## src/rtl/sr_pkg.sv

```systemverilog
// ============================================================================
// sr_pkg -- shared encodings and FSM states for the SR command driver. Rev 1.0
// ============================================================================
`default_nettype none

package sr_pkg;

  // Flop pin encodings, {s, r}
  localparam logic [1:0] PIN_HOLD    = 2'b00;
  localparam logic [1:0] PIN_RESET   = 2'b01;
  localparam logic [1:0] PIN_SET     = 2'b10;
  localparam logic [1:0] PIN_INVALID = 2'b11;

  localparam logic [2:0] OP_NOP    = 3'd0;
  localparam logic [2:0] OP_RESET  = 3'd1;
  localparam logic [2:0] OP_SET    = 3'd2;
  localparam logic [2:0] OP_TOGGLE = 3'd3;
  localparam logic [2:0] OP_PULSE  = 3'd4;

  typedef logic [1:0] state_t;
  localparam state_t ST_IDLE       = 2'd0;
  localparam state_t ST_DRIVE      = 2'd1;
  localparam state_t ST_PULSE_HOLD = 2'd2;
  localparam state_t ST_PULSE_CLR  = 2'd3;

  function automatic logic op_legal(input logic [2:0] op);
    return op <= OP_PULSE;
  endfunction

endpackage

`default_nettype wire

```

## src/rtl/sr_pulse_timer.sv

```systemverilog
// ============================================================================
// sr_pulse_timer -- loadable down-counter timing the PULSE hold phase. Rev 1.0
// ============================================================================
`default_nettype none

module sr_pulse_timer #(
  parameter int LEN_W = 8
) (
  input  logic             clk,
  input  logic             rst,
  input  logic             load,
  input  logic [LEN_W-1:0] load_val,
  input  logic             dec,
  output logic             done
);

  logic [LEN_W-1:0] count;

  always_ff @(posedge clk) begin
    if (rst) begin
      count <= '0;
    end else if (load) begin
      count <= load_val;
    end else if (dec && count != '0) begin
      count <= count - LEN_W'(1);
    end
  end

  // Last hold cycle is the one where the count reads 1.
  assign done = (count == LEN_W'(1));

endmodule

`default_nettype wire

```

## src/rtl/sr_cmd_driver.sv

```systemverilog
// ============================================================================
// sr_cmd_driver -- SET/RESET/TOGGLE/PULSE strobe driver for an SR flop bank.
// Optional: SR_FB_CHECK_EN adds q_fb feedback compare and sticky fb_err. Rev 1.0
// ============================================================================
`default_nettype none

module sr_cmd_driver
  import sr_pkg::*;
#(
  parameter int N     = 8,
  parameter int CH_W  = (N > 1) ? $clog2(N) : 1,
  parameter int LEN_W = 8
) (
  input  logic             clk,
  input  logic             rst,
  input  logic             cmd_valid,
  output logic             cmd_ready,
  input  logic [2:0]       cmd_op,
  input  logic [CH_W-1:0]  cmd_ch,
  input  logic [LEN_W-1:0] pulse_len,
  output logic [N-1:0]     s_o,
  output logic [N-1:0]     r_o,
  output logic [N-1:0]     shadow_q,
  output logic             busy,
  output logic             cmd_err,
`ifdef SR_FB_CHECK_EN
  input  logic [N-1:0]     q_fb,
`endif
  output logic             fb_err
);

  state_t           state;
  state_t           state_nx;
  logic [2:0]       op_q;
  logic [CH_W-1:0]  ch_q;
  logic [LEN_W-1:0] len_q;
  logic             accept;
  logic             cmd_bad;
  logic [1:0]       pin_nx;
  logic [CH_W-1:0]  strobe_ch;
  logic [N-1:0]     one_hot;
  logic             tmr_done;

  assign cmd_ready = (state == ST_IDLE);
  assign busy      = (state != ST_IDLE);
  assign accept    = cmd_valid & cmd_ready;
  assign cmd_bad   = !op_legal(cmd_op) || (int'(cmd_ch) >= N);

  sr_pulse_timer #(.LEN_W(LEN_W)) u_timer (
    .clk      (clk),
    .rst      (rst),
    .load     (state == ST_DRIVE && op_q == OP_PULSE && len_q != '0),
    .load_val (len_q),
    .dec      (state == ST_PULSE_HOLD),
    .done     (tmr_done)
  );

  // Strobes are decided one edge early so s_o/r_o come straight from flops.
  always_comb begin
    state_nx  = state;
    pin_nx    = PIN_HOLD;
    strobe_ch = ch_q;
    case (state)
      ST_IDLE: begin
        if (accept && !cmd_bad && cmd_op != OP_NOP) begin
          state_nx  = ST_DRIVE;
          strobe_ch = cmd_ch;
          case (cmd_op)
            OP_RESET:  pin_nx = PIN_RESET;
            OP_TOGGLE: pin_nx = shadow_q[cmd_ch] ? PIN_RESET : PIN_SET;
            default:   pin_nx = PIN_SET;
          endcase
        end
      end
      ST_DRIVE: begin
        if (op_q != OP_PULSE) begin
          state_nx = ST_IDLE;
        end else if (len_q != '0) begin
          state_nx = ST_PULSE_HOLD;
        end else begin
          state_nx = ST_PULSE_CLR;
          pin_nx   = PIN_RESET;
        end
      end
      ST_PULSE_HOLD: begin
        if (tmr_done) begin
          state_nx = ST_PULSE_CLR;
          pin_nx   = PIN_RESET;
        end
      end
      default: state_nx = ST_IDLE;
    endcase
    if (pin_nx == PIN_INVALID) pin_nx = PIN_HOLD;
  end

  always_comb begin
    one_hot            = '0;
    one_hot[strobe_ch] = 1'b1;
  end

  always_ff @(posedge clk) begin
    if (rst) begin
      state    <= ST_IDLE;
      s_o      <= '0;
      r_o      <= '0;
      shadow_q <= '0;
      cmd_err  <= 1'b0;
      op_q     <= OP_NOP;
      ch_q     <= '0;
      len_q    <= '0;
    end else begin
      state    <= state_nx;
      s_o      <= pin_nx[1] ? one_hot : '0;
      r_o      <= pin_nx[0] ? one_hot : '0;
      // Shadow follows the flops: both see the same strobe on the same edge.
      shadow_q <= (shadow_q | s_o) & ~r_o;
      cmd_err  <= accept & cmd_bad;
      if (accept) begin
        op_q  <= cmd_op;
        ch_q  <= cmd_ch;
        len_q <= pulse_len;
      end
    end
  end

`ifdef SR_FB_CHECK_EN
  always_ff @(posedge clk) begin
    if (rst) begin
      fb_err <= 1'b0;
    end else if (state == ST_IDLE && q_fb != shadow_q) begin
      fb_err <= 1'b1;
    end
  end
`else
  assign fb_err = 1'b0;
`endif

endmodule

`default_nettype wire

```

## config.mk

```make
export PLATFORM = sky130hd
export DESIGN_NAME = sr_cmd_driver
export DESIGN_NICKNAME = d
export VERILOG_FILES = /design/src/rtl/sr_pkg.sv /design/src/rtl/sr_pulse_timer.sv /design/src/rtl/sr_cmd_driver.sv
export SDC_FILE = /design/constraint.sdc
export NUM_CORES = 1
export LEC_CHECK = 0
export BUFFER_PORTS_ARGS = -buffer_cell sky130_fd_sc_hd__buf_2
export CAP_MARGIN = 10
export CORE_MARGIN = 2
export CORE_UTILIZATION = 48
export CTS_CLUSTER_DIAMETER = 120
export CTS_CLUSTER_SIZE = 14
export DETAILED_ROUTE_END_ITERATION = 8
export PLACE_DENSITY_LB_ADDON = 0.08
export SLEW_MARGIN = 0
export SYNTH_ARGS = -nofsm -noshare
export SYNTH_HDL_FRONTEND = slang
export SYNTH_HIERARCHICAL = 1
export SYNTH_SLANG_ARGS = --single-unit
```

## constraint.sdc

```tcl
create_clock -name clk -period 1.8 [get_ports clk]
set_input_delay 0.18 -clock clk [delete_from_list [all_inputs] [get_ports clk]]
set_output_delay 0.18 -clock clk [all_outputs]
set_load 0.005 [all_outputs]
```

==> qor.csv, run 1 <==
stage,metric,value,unit
yosys,cells taking the most area after synthesis,"dfxtp_1 (45%), nand2_1 (6.1%), a21oi_1 (4.6%)",
layout,most frequent cells in the layout,"dfxtp_1 (47), buf_2 (43), buf_4 (36)",
layout,Multi-input gate area,0.001204,mm²
place,GPL Wtd Cong,0.8518,
route,drt drc,0,
setup_path,crit path kind,flop to flop,
clocking,Num CTS Buffers,5,
yosys,cell taking the most area after synthesis,dfxtp_1,
power_and_ir_drop,switching power,572.9,µW
power_and_ir_drop,clock power share,0.388,
timing,max_slew headroom,0.6617,
yosys,Post-synth top flop,dfxtp_1,
grt,grt ovf,0,
yosys,largest family of logic cells by synthesized area,simple AND/OR/NAND/NOR gates,
timing,Clock Skew,7.671,ps
setup_path,WP buf/inv,0,
yosys,mux share of post-synthesis cell area,0.04809,
route,Vias/cell,5.361,
clocking,"Reg clk slew, reported paths",90,ps
setup_path,CP endpoint kind,flop,
timing,RSZ-0062 raised after global routing,yes,
power_and_ir_drop,P per Cell Area,815.7,mW/mm²
clocking,htree depth,2,
yosys,"FF+latch count, synth",49,
yosys,top cell type's share of synthesized area,0.4542,
layout,antenna cells,0,
timing,Final min period,1806,ps
floorplan,DIE AREA,0.005052,mm²
power_and_ir_drop,internal power,1.812,mW
yosys,YS warnings,6,
timing,Max Slew Vio Count,0,
setup_path,"Max FO, Critical Path",5,
setup_path,"delay-heaviest family, CP",simple AND/OR/NAND/NOR gates,
power_and_ir_drop,Leak,1.218,nW
floorplan,Core Footprint,0.004354,mm²
power_and_ir_drop,register share of total power,0.478,
timing,Max Fclk,0.5537,GHz
yosys,Synth Area in Compound Gates,0.1477,
yosys,post-synthesis sequential area ratio,0.4542,
route,final WL,5.508,mm
yosys,Synth Instances,237,
floorplan,die height,71.08,µm
outcome,failing checks,setup timing,
floorplan,FP Rows,24,
setup_path,worst endpoint data arrival time,2020,ps
job,maxcap violations,0,
clocking,TritonCTS clock tree,yes,
layout,fin nets,333,
yosys,Synth Cell Area,0.002160,mm²
floorplan,Chip Width,71.08,µm
outcome,outcome,finished with violations,
timing,Worst Tran Pin Value,507.5,ps
layout,Layout Area Growth over Synthesis,35.40,%
yosys,xor and xnor area share after synthesis,0.01622,
clocking,Sink Count,49,
timing,final setup margin,-6.159,ps
place,PortBufs,43,
layout,"most common cell after layout, fill and taps aside",dfxtp_1,
route,Detail Route Antenna Nets,0,
power_and_ir_drop,VDD IR-drop max,478.3,µV
place,"Cell Area, Placed",0.002649,mm²
setup_path,CP max stage delay,550,ps
layout,fill cell count,357,
grt,first-pass GRT wire length,8.728,mm
power_and_ir_drop,Sw Share,0.2402,
layout,Sequential Area,983.4,µm²
power_and_ir_drop,combinational power share,0.134,
yosys,Synth Area in Simple Gates,0.2636,
floorplan,initial core utilization,0.4960,
setup_path,Required @ worst endpoint,2010,ps
route,via count,1962,
setup_path,critical-path cell list,or4_4 > nor4b_4 > and2_4 > o31ai_4 > nor4_2,
clocking,Max Buffers Root-to-Sink,2,
timing,# setup viols final,1,
yosys,"Distinct cells, synth",51,
place,Post-Place Setup Slack,-70.74,ps
yosys,Synth async-reset ratio,0,
layout,share of cells above drive strength 1,0.4076,
route,initial DRC count,85,
setup_path,critical path's slowest cell,or4_4,
grt,largest net degree at the start of global routing,18,
yosys,Post-synth EDFFs,0,
route,drt pass-1 iters,4,
timing,"Period Utilization, post-route",1.003,
grt,total track usage,0.2195,
route,WL/cell,15.05,µm
yosys,Post-Syn Nets,257,
min_path,worst hold path class,input port to flop,
yosys,Mapped Avg Cell Area,9.112,µm²
setup_path,type of origin of the critical path,flop,
yosys,adder-cell share of the synthesized area,0.01738,
grt,initial antenna violation count,0,
clocking,root buf cell,clkbuf_8,
timing,final hold vios,0,
clocking,Clock Latency Late Sink,300,ps
layout,cell area after layout,0.002924,mm²
floorplan,top-level I/O count,45,
grt,vias in the first global route,1765,
place,Final HPWL DP,3.797,mm
-- layout make-up --
type | instances | share of cell area
Inverter | 11 | 0.01412
Clock buffer | 5 | 0.02353
Tap cell | 52 | 0.02225
Sequential cell | 49 | 0.3363
Multi-Input combinational cell | 166 | 0.4116
Clock inverter | 3 | 0.02225
Timing Repair Buffer | 80 | 0.1699
-- routing by layer --
metal  track usage  routed length [µm]  vias up
met4       0.05031                  26        0
met2        0.3323                2584       53
met5             0                   0        -
met3       0.04416                 230        2
met1        0.3233                2667      913
li1              -                   -      994
-- Yosys cell counts, drive strengths merged, types with 5 or more instances --
cell type	instances
a211oi	6
a21oi	20
buf	5
clkbuf	7
dfxtp	49
inv	11
mux2	5
nand2	35
nor2	19
nor3	10
nor4	15
nor4b	5
-- per-stage QoR --
stage | power, mW | hold slack (ps) | util | setup TNS (ps) | std cells
floorplan | 1.323 | 316.0 | - | 0 | 237
global placement | 1.434 | 410.0 | 0.6083 | -531.2 | 357
detailed placement | 1.438 | 412.5 | 0.6083 | -298.7 | 357
CTS | 2.365 | 101.7 | 0.6506 | -14.18 | 364
global route | 2.470 | 115.5 | 0.6716 | -433.3 | 366
finish | 2.385 | 106.3 | 0.6716 | -6.159 | 366
-- kinds of logic after synthesis --
group | count (synthesis)
simple gates | 107
flops | 49
compound gates | 41
buf+inv | 23
mux | 9
xor+xnor | 4
fa+ha+maj | 3
other cells | 1
-- state kept, by name, indices dropped and copies added, names as in the netlist --
register       cells
len_q              8
ch_q               3
u_timer/count      8
cmd_err            1
state              2
shadow_q           8
r_o                8
op_q               3
s_o                8
-- worst reg2reg max path: cells and delay by family (launching register included) --
family	cells	cell delay [ps]
and+or+nand+nor	4	1290
DFF	1	320
AOI/OAI and AO/OA	1	100
-- what timing repair did --
| action | 4_1_cts | 5_1_grt |
|---|---|---|
| gates resized for setup | 11 | 18 |
| setup endpoints to repair | 13 | 23 |
| pin swaps | 5 | 11 |
| buffers inserted | 0 | 1 |
| gates cloned | 0 | 1 |
| hold buffers | 0 | 0 |
-- power by group through the flow --
stage	clock [mW]	sequential, mW	combinational [mW]
2_1_floorplan	0	1.16	0.162
3_3_place_gp	0	1.16	0.273
3_5_place_dp	0	1.16	0.275
4_1_cts	0.939	1.14	0.287
5_1_grt	0.980	1.15	0.345
6_report	0.926	1.14	0.319
-- path summary, 6_finish.rpt --
check / start / end / slack, ps / cells past startpoint
worst max register to register: u_timer/count[5] / r_o[7] / -6 / 5
worst max-delay path: u_timer/count[5] / r_o[7] / -6 / 5
worst min-delay path: pulse_len[6] / len_q[6] / 110 / 3
worst min register to register: r_o[5] / shadow_q[5] / 420 / 1
Power figures use the tool's default switching activity.
==> run 2, diff against run 1 <==
--- a/config.mk
+++ b/config.mk
@@ -5,7 +5,7 @@
 export SDC_FILE = /design/constraint.sdc
 export NUM_CORES = 1
 export LEC_CHECK = 0
-export BUFFER_PORTS_ARGS = -buffer_cell sky130_fd_sc_hd__buf_2
+export BUFFER_PORTS_ARGS = -buffer_cell sky130_fd_sc_hd__buf_4
 export CAP_MARGIN = 10
 export CORE_MARGIN = 2
 export CORE_UTILIZATION = 48
@@ -13,7 +13,6 @@
 export CTS_CLUSTER_SIZE = 14
 export DETAILED_ROUTE_END_ITERATION = 8
 export PLACE_DENSITY_LB_ADDON = 0.08
-export SLEW_MARGIN = 0
 export SYNTH_ARGS = -nofsm -noshare
 export SYNTH_HDL_FRONTEND = slang
 export SYNTH_HIERARCHICAL = 1
==> run 2 against run 1 <==
Net effect: the flow still finishes with violations (setup timing); combinational power up 2%; global-route usage down 0.083 points; first-iteration DRC count up 68%; worst setup slack about the same; non-clock buffer count up 1; clock-buffer cell count unchanged; critical path depth unchanged; clock skew up 0.96 ps; critical path type unchanged; critical endpoint unchanged.
==> qor.csv, run 2 (synthesis results as in run 1) <==
stage,metric,value,unit
outcome,outcome,finished with violations,
outcome,failing checks,setup timing,
floorplan,DIE AREA,0.005052,mm²
layout,Layout Area Growth over Synthesis,40.03,%
timing,"Period Utilization, post-route",1.004,
grt,total track usage,0.2187,
layout,most frequent cells in the layout,"buf_4 (79), dfxtp_1 (46), nand2_1 (35)",
floorplan,Core Footprint,0.004354,mm²
setup_path,crit path kind,flop to flop,
route,drt pass-1 iters,4,
clocking,Post-CTS Hold Fix Bufs,0,
clocking,"Reg clk slew, reported paths",90,ps
grt,initial antenna violation count,0,
layout,Multi-input gate area,0.001184,mm²
route,WL/cell,14.89,µm
route,Detail Route Antenna Nets,0,
clocking,Num CTS Buffers,5,
timing,Max Slew Vio Count,0,
layout,Sequential Area,984.7,µm²
power_and_ir_drop,total power,2.383,mW
route,via count,2027,
timing,Max Fclk,0.5536,GHz
setup_path,CP endpoint kind,flop,
route,final WL,5.466,mm
clocking,Sink Count,49,
route,Vias/cell,5.523,
layout,fill cell count,352,
timing,Clock Skew,8.632,ps
timing,Post-Route Setup TNS,-6.476,ps
min_path,worst hold path class,input port to flop,
power_and_ir_drop,Leak,1.244,nW
layout,fin nets,334,
power_and_ir_drop,Sw Share,0.2364,
place,PortBufs,43,
floorplan,Chip Width,71.08,µm
timing,final setup margin,-6.476,ps
grt,grt ovf,0,
place,Final HPWL DP,3.794,mm
layout,"most common cell after layout, fill and taps aside",buf_4,
setup_path,worst endpoint data arrival time,2010,ps
place,GPL Wtd Cong,0.8120,
floorplan,die height,71.08,µm
layout,share of cells above drive strength 1,0.3968,
timing,Final min period,1806,ps
floorplan,initial core utilization,0.4960,
route,initial DRC count,143,
timing,RSZ-0062 raised after global routing,yes,
setup_path,Required @ worst endpoint,2010,ps
place,dpl cells,359,
setup_path,"Max FO, Critical Path",5,
job,maxcap violations,0,
power_and_ir_drop,P per Cell Area,788.1,mW/mm²
setup_path,type of origin of the critical path,flop,
power_and_ir_drop,clock power share,0.386,
power_and_ir_drop,internal power,1.820,mW
power_and_ir_drop,combinational power share,0.136,
power_and_ir_drop,switching power,563.3,µW
clocking,Clock Latency Late Sink,300,ps
grt,first-pass GRT wire length,8.825,mm
layout,cell area after layout,0.003024,mm²
timing,final hold vios,0,
power_and_ir_drop,register share of total power,0.477,
floorplan,top-level I/O count,45,
layout,Non-Filler Instances,367,
clocking,htree depth,2,
clocking,Max Buffers Root-to-Sink,2,
power_and_ir_drop,VDD IR-drop max,553.9,µV
route,drt drc,0,
clocking,TritonCTS clock tree,yes,
timing,# setup viols final,1,
place,"Cell Area, Placed",0.002771,mm²
clocking,root buf cell,clkbuf_8,
layout,antenna cells,0,
grt,vias in the first global route,1839,
clocking,Post-CTS Setup Bufs,0,
grt,largest net degree at the start of global routing,21,
floorplan,FP Rows,24,
-- run 2: final timing paths --
kind	depth (start not counted)	slack [ps]	end	from
worst max-delay path	5	-6	r_o[7]	u_timer/count[3]
worst min-delay path	3	120	len_q[0]	pulse_len[0]
worst max register to register	5	-6	r_o[7]	u_timer/count[3]
worst min register to register	1	430	shadow_q[5]	r_o[5]
-- run 2: timing repair --
| action | in CTS | in global routing |
|---|---|---|
| endpoints found under the setup margin | 13 | 20 |
| gates resized for setup | 8 | 17 |
| cloned | 0 | 1 |
| pin swaps | 3 | 7 |
-- run 2: critical path, stage by stage (launching register included) --
cell and delay, ps:
dfxtp_1 320, or4_4 550, nor4b_4 230, and2_4 210
o31ai_4 110, nor4_2 290
-- run 2: routing by layer --
metal | share of wire | up-vias | GRT usage
met2 | 0.45 | 61 | 0.3323
met5 | 0 | - | 0
met4 | 0.011 | 0 | 0.06289
li1 | - | 994 | -
met3 | 0.063 | 8 | 0.05698
met1 | 0.48 | 964 | 0.3076
-- run 2: through the flow --
stage               utilization  hold WS, ps  setup slack (ps)
floorplan                     -        316.0             60.81
global placement         0.6365        418.3            -68.27
detailed placement       0.6365        415.6            -83.66
CTS                      0.6750        114.0            -1.878
global route             0.6945        118.8            -99.60
finish                   0.6945        120.4            -6.476
-- run 2: power by group through the flow --
stage          Clock, mW  Combinational, mW  Sequential [mW]
2_1_floorplan          0              0.162             1.16
3_3_place_gp           0              0.293             1.16
3_5_place_dp           0              0.296             1.16
4_1_cts            0.933              0.303             1.14
5_1_grt            0.973              0.354             1.14
6_report           0.921              0.325             1.14
-- run 2: layout make-up --
cell class / count / share of cell area
tap: 52 / 0.02151
sequential: 49 / 0.3256
timing repair buffer: 81 / 0.2036
multi-input combinational: 166 / 0.3914
clock buffer: 5 / 0.02276
clock inverter: 3 / 0.02151
inverter: 11 / 0.01365
==> run 3, diff against run 2 <==
--- a/config.mk
+++ b/config.mk
@@ -12,6 +12,8 @@
 export CTS_CLUSTER_DIAMETER = 120
 export CTS_CLUSTER_SIZE = 14
 export DETAILED_ROUTE_END_ITERATION = 8
+export GPL_ROUTABILITY_DRIVEN = 1
+export MAX_ROUTING_LAYER = met4
 export PLACE_DENSITY_LB_ADDON = 0.08
 export SYNTH_ARGS = -nofsm -noshare
 export SYNTH_HDL_FRONTEND = slang
==> run 3 against run 2 <==
Net effect: final area unchanged; largest power group unchanged; combinational power about the same; the run still ends with setup timing left; die area is the same; largest cell class unchanged; fmax down 0.29%.
==> qor.csv, run 3 (synthesis results as in run 1) <==
stage,metric,value,unit
floorplan,FP Rows,24,
job,maxcap violations,0,
setup_path,CP max stage delay,550,ps
min_path,worst hold path class,input port to flop,
route,via count,1999,
power_and_ir_drop,clock power share,0.387,
clocking,htree depth,2,
floorplan,Core Footprint,0.004354,mm²
clocking,TritonCTS clock tree,yes,
layout,share of cells above drive strength 1,0.3968,
power_and_ir_drop,combinational power share,0.136,
layout,fin nets,334,
floorplan,Chip Width,71.08,µm
clocking,Clock Latency Late Sink,300,ps
outcome,failing checks,setup timing,
clocking,Post-CTS Setup Bufs,0,
grt,largest net degree at the start of global routing,21,
setup_path,Required @ worst endpoint,2010,ps
grt,initial antenna violation count,0,
route,Detail Route Antenna Nets,0,
timing,hold slack,119.9,ps
clocking,Sink Count,49,
place,PortBufs,43,
power_and_ir_drop,Sw Share,0.2365,
setup_path,type of origin of the critical path,flop,
setup_path,"Max FO, Critical Path",5,
timing,Clock Skew,8.444,ps
setup_path,critical path's slowest cell,or4_4,
layout,Sequential Area,984.7,µm²
timing,Final min period,1812,ps
layout,Non-Filler Instances,367,
outcome,outcome,finished with violations,
floorplan,initial core utilization,0.4960,
route,Vias/cell,5.447,
place,Post-Place Setup Slack,-83.66,ps
setup_path,critical-path cell list,or4_4 > nor4b_4 > and2_4 > o31ai_4 > nor4_2,
floorplan,die height,71.08,µm
layout,antenna cells,0,
route,final WL,5.452,mm
setup_path,crit path kind,flop to flop,
power_and_ir_drop,internal power,1.820,mW
timing,"Period Utilization, post-route",1.007,
place,dpl cells,359,
power_and_ir_drop,register share of total power,0.477,
place,Final HPWL DP,3.794,mm
timing,final setup margin,-11.78,ps
route,WL/cell,14.86,µm
layout,Multi-input gate area,0.001184,mm²
timing,final hold vios,0,
setup_path,"delay-heaviest family, CP",simple AND/OR/NAND/NOR gates,
floorplan,DIE AREA,0.005052,mm²
layout,Layout Area Growth over Synthesis,40.03,%
grt,vias in the first global route,1842,
clocking,"Reg clk slew, reported paths",90,ps
route,drt drc,0,
layout,Layout Utilization,0.6945,
layout,fill cell count,352,
power_and_ir_drop,Leak,1.244,nW
timing,Max Slew Vio Count,0,
clocking,Num CTS Buffers,5,
grt,grt ovf,0,
setup_path,worst endpoint data arrival time,2020,ps
clocking,root buf cell,clkbuf_8,
power_and_ir_drop,VDD IR-drop max,554.1,µV
setup_path,CP endpoint kind,flop,
route,initial DRC count,145,
layout,"most common cell after layout, fill and taps aside",buf_4,
timing,RSZ-0062 raised after global routing,yes,
grt,total track usage,0.2253,
grt,first-pass GRT wire length,8.818,mm
clocking,Max Buffers Root-to-Sink,2,
timing,Max Fclk,0.5519,GHz
timing,# setup viols final,1,
setup_path,WP buf/inv,0,
power_and_ir_drop,switching power,563.8,µW
layout,most frequent cells in the layout,"buf_4 (79), dfxtp_1 (46), nand2_1 (35)",
floorplan,top-level I/O count,45,
route,drt pass-1 iters,4,
power_and_ir_drop,total power,2.384,mW
place,GPL Wtd Cong,0.8240,
power_and_ir_drop,P per Cell Area,788.2,mW/mm²
## run 3: metal layers
| layer | wire length [µm] | vias up | global-route usage |
|---|---|---|---|
| met4 | 63 | 0 | 0.06289 |
| met3 | 297 | 10 | 0.05698 |
| met1 | 2638 | 944 | 0.3076 |
| met2 | 2453 | 55 | 0.3323 |
| met5 | 0 | - | - |
| li1 | - | 990 | - |
## run 3: metrics by stage
stage          TNS, ps  instance area, µm²
4_1_cts         -1.878                2939
6_report        -11.78                3024
3_3_place_gp    -398.3                2771
2_1_floorplan        0                2160
3_5_place_dp    -336.3                2771
5_1_grt         -411.8                3024
## run 3: power by group through the flow
| stage | combinational, mW | sequential (mW) | clock, mW |
|---|---|---|---|
| finish | 0.324 | 1.14 | 0.922 |
| global route | 0.354 | 1.14 | 0.973 |
| CTS | 0.303 | 1.14 | 0.933 |
| detailed placement | 0.296 | 1.16 | 0 |
| global placement | 0.293 | 1.16 | 0 |
| floorplan | 0.162 | 1.16 | 0 |
## run 3: area by class of cell
| class | count | area share |
|---|---|---|
| Inverter | 11 | 0.01365 |
| Timing Repair Buffer | 81 | 0.2036 |
| Clock inverter | 3 | 0.02151 |
| Tap cell | 52 | 0.02151 |
| Multi-Input combinational cell | 166 | 0.3914 |
| Clock buffer | 5 | 0.02276 |
| Sequential cell | 49 | 0.3256 |
## run 3: final timing paths
| check | from | endpoint | slack, ps | cells past startpoint |
|---|---|---|---|---|
| setup / recovery | u_timer/count[3] | r_o[7] | -10 | 5 |
| hold / removal | pulse_len[0] | len_q[0] | 120 | 3 |
| setup reg to reg | u_timer/count[3] | r_o[7] | -10 | 5 |
| hold reg to reg | r_o[5] | shadow_q[5] | 430 | 1 |
## run 3: tightest hold or removal path: stages
cell,delay [ps]
buf_4,110
nand2_1,50
a21oi_1,50
## run 3: what timing repair did
action,CTS,global route
hold endpoints to repair,0,0
resized for setup,8,17
endpoints found under the setup margin,13,20
pin swaps,3,7
gates cloned,0,1
hold buffers,0,0
